## config.mk

```make
export PLATFORM = sky130hd
export DESIGN_NAME = prog_mem_ctrl
export DESIGN_NICKNAME = d
export VERILOG_FILES = /design/src/rtl/prog_mem_ctrl.sv
export SDC_FILE = /design/constraint.sdc
export NUM_CORES = 1
export LEC_CHECK = 0
export ABC_AREA = 1
export CORE_ASPECT_RATIO = 0.75
export CORE_UTILIZATION = 35
export DETAILED_ROUTE_END_ITERATION = 8
export MAX_ROUTING_LAYER = met4
export PLACE_DENSITY = 0.8
export SYNTH_ARGS = -nofsm -noshare
export SYNTH_HDL_FRONTEND = slang
export SYNTH_SLANG_ARGS = --single-unit
```

## constraint.sdc

```tcl
create_clock -name clk -period 2.2 [get_ports clk]
set_clock_uncertainty 0.15 [all_clocks]
set_input_delay 0.33 -clock clk [delete_from_list [all_inputs] [get_ports clk]]
set_output_delay 0.33 -clock clk [all_outputs]
set_load 0.01 [all_outputs]
```

## src/rtl/prog_mem_ctrl.sv

```systemverilog
// prog_mem_ctrl
// Owns the single-port program RAM for the sample-rate-converter controller.
// The host loader writes a program into it while prog=1. The controller fetch
// path reads instruction words from it while running. The block also tracks
// the program length, gates the controller enable and flags loads that
// overflow the memory.
//
// State table:
//   IDLE | no owner; waits for a load request, or enters RUN if a program exists
//   LOAD | host owns the RAM port; beats are written at wr_ptr
//   RUN  | controller owns the RAM port; fetches are served with one pending read
//   ERR  | last load overflowed; waits for prog=0
//
// Ports:
//   clk, rst        clock; synchronous active-low reset
//   prog            host load-mode request (level)
//   host_valid/host_ready/host_word/host_last   host beat handshake
//   fetch, pc       controller fetch pulse and program counter
//   instr_word      last fetched instruction, held between fetches
//   instr_valid     one-cycle pulse when instr_word is updated
//   mem_we/mem_addr/mem_wdata/mem_rdata   program RAM port (1-cycle read latency)
//   ctrl_en         controller enable, high only in RUN
//   prog_len        number of valid program words (0 = none)
//   load_err        sticky overflow flag for the last load
module prog_mem_ctrl #(
    parameter int INSTR_W      = 40,
    parameter int INSTR_ADDR_W = 4,
    parameter int PROG_SIZE    = 16
) (
    input  logic                    clk,
    input  logic                    rst,
    input  logic                    prog,
    input  logic                    host_valid,
    output logic                    host_ready,
    input  logic [INSTR_W-1:0]      host_word,
    input  logic                    host_last,
    input  logic                    fetch,
    input  logic [INSTR_ADDR_W-1:0] pc,
    output logic [INSTR_W-1:0]      instr_word,
    output logic                    instr_valid,
    output logic                    mem_we,
    output logic [INSTR_ADDR_W-1:0] mem_addr,
    output logic [INSTR_W-1:0]      mem_wdata,
    input  logic [INSTR_W-1:0]      mem_rdata,
    output logic                    ctrl_en,
    output logic [INSTR_ADDR_W:0]   prog_len,
    output logic                    load_err
);

    typedef enum logic [1:0] {
        IDLE = 2'd0,
        LOAD = 2'd1,
        RUN  = 2'd2,
        ERR  = 2'd3
    } state_t;

    localparam logic [INSTR_ADDR_W-1:0] LAST_ADDR = INSTR_ADDR_W'(PROG_SIZE - 1);
    localparam logic [INSTR_ADDR_W-1:0] ADDR_ONE  = INSTR_ADDR_W'(1);
    localparam logic [INSTR_ADDR_W:0]   LEN_ONE   = (INSTR_ADDR_W + 1)'(1);

    state_t                  state;
    state_t                  next_state;
    logic [INSTR_ADDR_W-1:0] wr_ptr;
    logic                    rd_pend;
    logic                    accept;
    logic                    fetch_go;
    logic                    capture;
    logic                    enter_load;
    logic                    pc_in_range;
    logic [INSTR_ADDR_W:0]   len_next;

    assign accept      = host_valid && host_ready;
    // A fetch arriving together with prog=1 is dropped: the host is taking the port.
    assign fetch_go    = (state == RUN) && fetch && !prog;
    // A pending read lands only if RUN is not being preempted in this cycle.
    assign capture     = rd_pend && (state == RUN) && !prog;
    assign enter_load  = (next_state == LOAD) && (state != LOAD);
    assign pc_in_range = ({1'b0, pc} < prog_len);
    assign len_next    = {1'b0, wr_ptr} + LEN_ONE;

    always_ff @(posedge clk) begin
        if (!rst) begin
            state <= IDLE;
        end else begin
            state <= next_state;
        end
    end

    always_comb begin
        next_state = state;
        host_ready = 1'b0;
        mem_we     = 1'b0;
        mem_addr   = '0;
        mem_wdata  = '0;
        case (state)
            IDLE: begin
                if (prog) begin
                    next_state = LOAD;
                end else if (prog_len != '0) begin
                    next_state = RUN;
                end
            end
            LOAD: begin
                host_ready = prog;
                if (!prog) begin
                    next_state = IDLE;
                end else if (host_valid) begin
                    mem_we    = 1'b1;
                    mem_addr  = wr_ptr;
                    mem_wdata = host_word;
                    if (host_last) begin
                        next_state = IDLE;
                    end else if (wr_ptr == LAST_ADDR) begin
                        next_state = ERR;
                    end
                end
            end
            RUN: begin
                if (prog) begin
                    next_state = LOAD;
                end else if (fetch_go) begin
                    // Out-of-range pc wraps to the first program word.
                    mem_addr = pc_in_range ? pc : '0;
                end
            end
            ERR: begin
                if (!prog) begin
                    next_state = IDLE;
                end
            end
            default: next_state = IDLE;
        endcase
    end

    always_ff @(posedge clk) begin
        if (!rst) begin
            wr_ptr      <= '0;
            prog_len    <= '0;
            load_err    <= 1'b0;
            ctrl_en     <= 1'b0;
            rd_pend     <= 1'b0;
            instr_valid <= 1'b0;
            instr_word  <= '0;
        end else begin
            if (enter_load) begin
                wr_ptr   <= '0;
                load_err <= 1'b0;
            end else if (accept) begin
                wr_ptr <= wr_ptr + ADDR_ONE;
            end

            if (state == LOAD) begin
                if (!prog) begin
                    prog_len <= '0;
                end else if (accept && host_last) begin
                    prog_len <= len_next;
                end else if (accept && (wr_ptr == LAST_ADDR)) begin
                    prog_len <= '0;
                    load_err <= 1'b1;
                end
            end

            // Registered from next_state so ctrl_en tracks state==RUN exactly.
            ctrl_en     <= (next_state == RUN);
            rd_pend     <= fetch_go;
            instr_valid <= capture;
            if (capture) begin
                instr_word <= mem_rdata;
            end
        end
    end

endmodule
```

==> results.sh <==
export IMPL_vias=3157
export IMPL_drv_cap=0
export IMPL_rows=26
export IMPL_hold_depth=2
export IMPL_fmax_mhz=433
export IMPL_rrSetupSlack_ns=0.25
export IMPL_start_kind="flip-flop"
export IMPL_worst_slew_pin_slew_ns=0.339
export IMPL_setup_viol=1
export IMPL_core_area_um2=7030
export IMPL_syn_avg_cell_area_um2=6.61
export IMPL_io_buffers=183
export IMPL_antenna_found_initial=0
export IMPL_instances_no_fill=691
export IMPL_synth_warnings=0
export IMPL_cts_max_level=2
export IMPL_cts_tree="done"
export IMPL_regToRegEndpoint="prog_len[3]"
export IMPL_die_height_um=77.1
export IMPL_drc_errors=0
export IMPL_grt_pass1_wl_um=13800
export IMPL_crit_fanout=4
export IMPL_switching_share_pct=23.4
export IMPL_initial_core_util_pct=37.4
export IMPL_finalCritPeriodShare_pct=105
export IMPL_firstDrtPassIters=4
export IMPL_synth_flop_cell="dfxtp_1"
export IMPL_first_global_vias=3018
export IMPL_worstSetupPathType="reg2out"
export IMPL_syn_num_nets=496
export IMPL_hpwlAfterDp_um=7010
export IMPL_hold_end="load_err"
export IMPL_relSlewSlack_pct=77.3
export IMPL_synth_edf_count=0
export IMPL_drt_iter0_drc=98
export IMPL_worst_hold_slack_ns=0.332
export IMPL_die_w_um=102
export IMPL_clk_pin_slew_ns=0.09
export IMPL_end_kind="primary output"
export IMPL_final_max_slew_viol_count=0
export IMPL_synthDistinctLibCells=27
export IMPL_async_flop_share_pct=0
export IMPL_cp_required_ns=1.72
export IMPL_r2r_start="state[1]"
export IMPL_status="complete, but fails checks"
export IMPL_p_clk_share_pct=32.1
export IMPL_p_comb_share_pct=18.3
export IMPL_violations="negative setup slack"
export IMPL_ios=184
export IMPL_synth_seq_cells=55
export IMPL_setup_ws_ns=-0.110
export IMPL_hp_class="reg2reg"
export IMPL_cp_arrival_ns=1.83
export IMPL_power_frac_seq_pct=49.6
export IMPL_p_leak_nw=2.10
export IMPL_final_cell_mix="nor2_1 (134), clkdlybuf4s50_1 (134), inv_1 (56)"
export IMPL_switchingPower_uw=472
export IMPL_finalWirelength_um=9180
export IMPL_area_growth_pct=77.6
export IMPL_p_per_area_nw_per_um2=433
export IMPL_wire_per_inst_um=13.3
export IMPL_grt_max_degree=42
export IMPL_drive_gt1_share_pct=16.4
export IMPL_p_total_mw=2.02
export IMPL_post_route_min_period_ns=2.31
export IMPL_rsz0062_at_grt="true"
export IMPL_cts_buffers=5
export IMPL_nets=691
export IMPL_diodes=0
export IMPL_ctsRootBufferMaster="clkbuf_8"
export IMPL_dieArea_um2=7870
export IMPL_worstRegToRegCells=11
export IMPL_syn_inst=398
export IMPL_peakVddDrop_mv=0.343
export IMPL_worstHoldStart="load_err"
export IMPL_ys_seq_area_share_pct=41.9
export IMPL_synth_area_um2=2630
export IMPL_power_internal_mw=1.55
export IMPL_clkSinkCount=55
export IMPL_dpl_cell_count=682
export IMPL_post_place_ws_ns=-0.720
export IMPL_cts_max_path_buffers=2
export IMPL_postRouteAntennaNets=0
export IMPL_grt_remaining_overflow=0
export IMPL_worstSkewPairLatency_ns=0.30
export IMPL_hold_viol_final=0
export IMPL_grt_use_total_pct=23.0
export IMPL_place_gp_congestion=0.892
export IMPL_viasPerCell=4.57
==> flip-flops by register name, indices dropped and copies added, names as in the netlist <==
register	flops
wr_ptr	4
load_err	1
instr_word	40
rd_pend	1
prog_len	5
ctrl_en	1
state	2
instr_valid	1
==> critical path: stages, from the launching register on <==
cell and delay, ns:
dfxtp_2 0.35, inv_2 0.05, ha_4 0.25, a21oi_4 0.13, o21ai_2 0.07, a21oi_2 0.17
buf_4 0.14, nand3b_1 0.10, a21oi_2 0.13, buf_2 0.15
==> power by group through the flow <==
stage	logic, mW	registers (mW)	clock network (mW)
after floorplan	0.123	1.02	0
after global placement	0.364	1.03	0
after detailed placement	0.371	1.03	0
after CTS	0.363	1.00	0.669
after global routing	0.403	1.00	0.715
final	0.370	1.00	0.649
==> synthesized netlist by cell type, types with 3 or more instances <==
| master | count | area (um2) |
|---|---|---|
| inv_1 | 58 | 218 |
| a21oi_1 | 12 | 60.1 |
| nand2_1 | 36 | 135 |
| buf_2 | 8 | 40.0 |
| o21ai_0 | 41 | 205 |
| o21ai_1 | 4 | 20.0 |
| nand3_1 | 10 | 50.1 |
| nand3b_1 | 3 | 22.5 |
| ha_1 | 8 | 100 |
| dfxtp_1 | 55 | 1100 |
| nor2_1 | 136 | 510 |
| clkbuf_1 | 7 | 26.3 |
==> logic make-up after synthesis <==
logic type,share of synthesized area [%]
fa+ha+maj,3.81
compound gates,11.5
buf+inv,12.2
xor+xnor,0.666
flops,41.9
simple gates,30.0
==> metrics by stage <==
step	TNS [ns]	util, %	instance area [um2]
final	-0.110	66.5	4670
after global routing	-0.406	66.5	4670
after CTS	-0.0844	67.9	4770
after detailed placement	-11.00	66.7	4680
after global placement	-9.91	66.7	4680
after floorplan	0	-	2630
==> layer usage <==
metal	vias up	global-route usage, %	wire length, um
met4	0	6.86	125
met5	-	-	0
met2	137	39.9	4450
met1	1421	26.2	3890
li1	1589	-	-
met3	10	5.38	717
==> repair_timing <==
action / CTS / global route
buffers inserted: 1 / 0
pin swaps: 5 / 4
resized for setup: 89 / 68
endpoints found under the setup margin: 46 / 44
gates cloned: 0 / 1
hold buffers: 0 / 0
==> worst max path at each step <==
stage / from / cells after the start / to / slack (ns)
6_report: prog_len[2] / 9 / mem_addr[2] / -0.11
5_1_grt: prog_len[2] / 9 / mem_addr[2] / -0.18
4_1_cts: prog_len[2] / 9 / mem_addr[2] / -0.08
3_5_place_dp: pc[2] / 8 / mem_addr[2] / -0.72
3_3_place_gp: pc[2] / 8 / mem_addr[1] / -0.57
2_1_floorplan: prog_len[2] / 7 / mem_addr[1] / 0.29
==> layout make-up <==
class,instances,area (um2)
fillers,633,2360
repair buffers,206,1840
multi-input cells,263,1250
flip-flops and latches,55,1110
inverters,62,238
well taps,98,123
clock buffers,5,68.8
clock inverters,2,37.5
(Power assumes the default switching activity.)
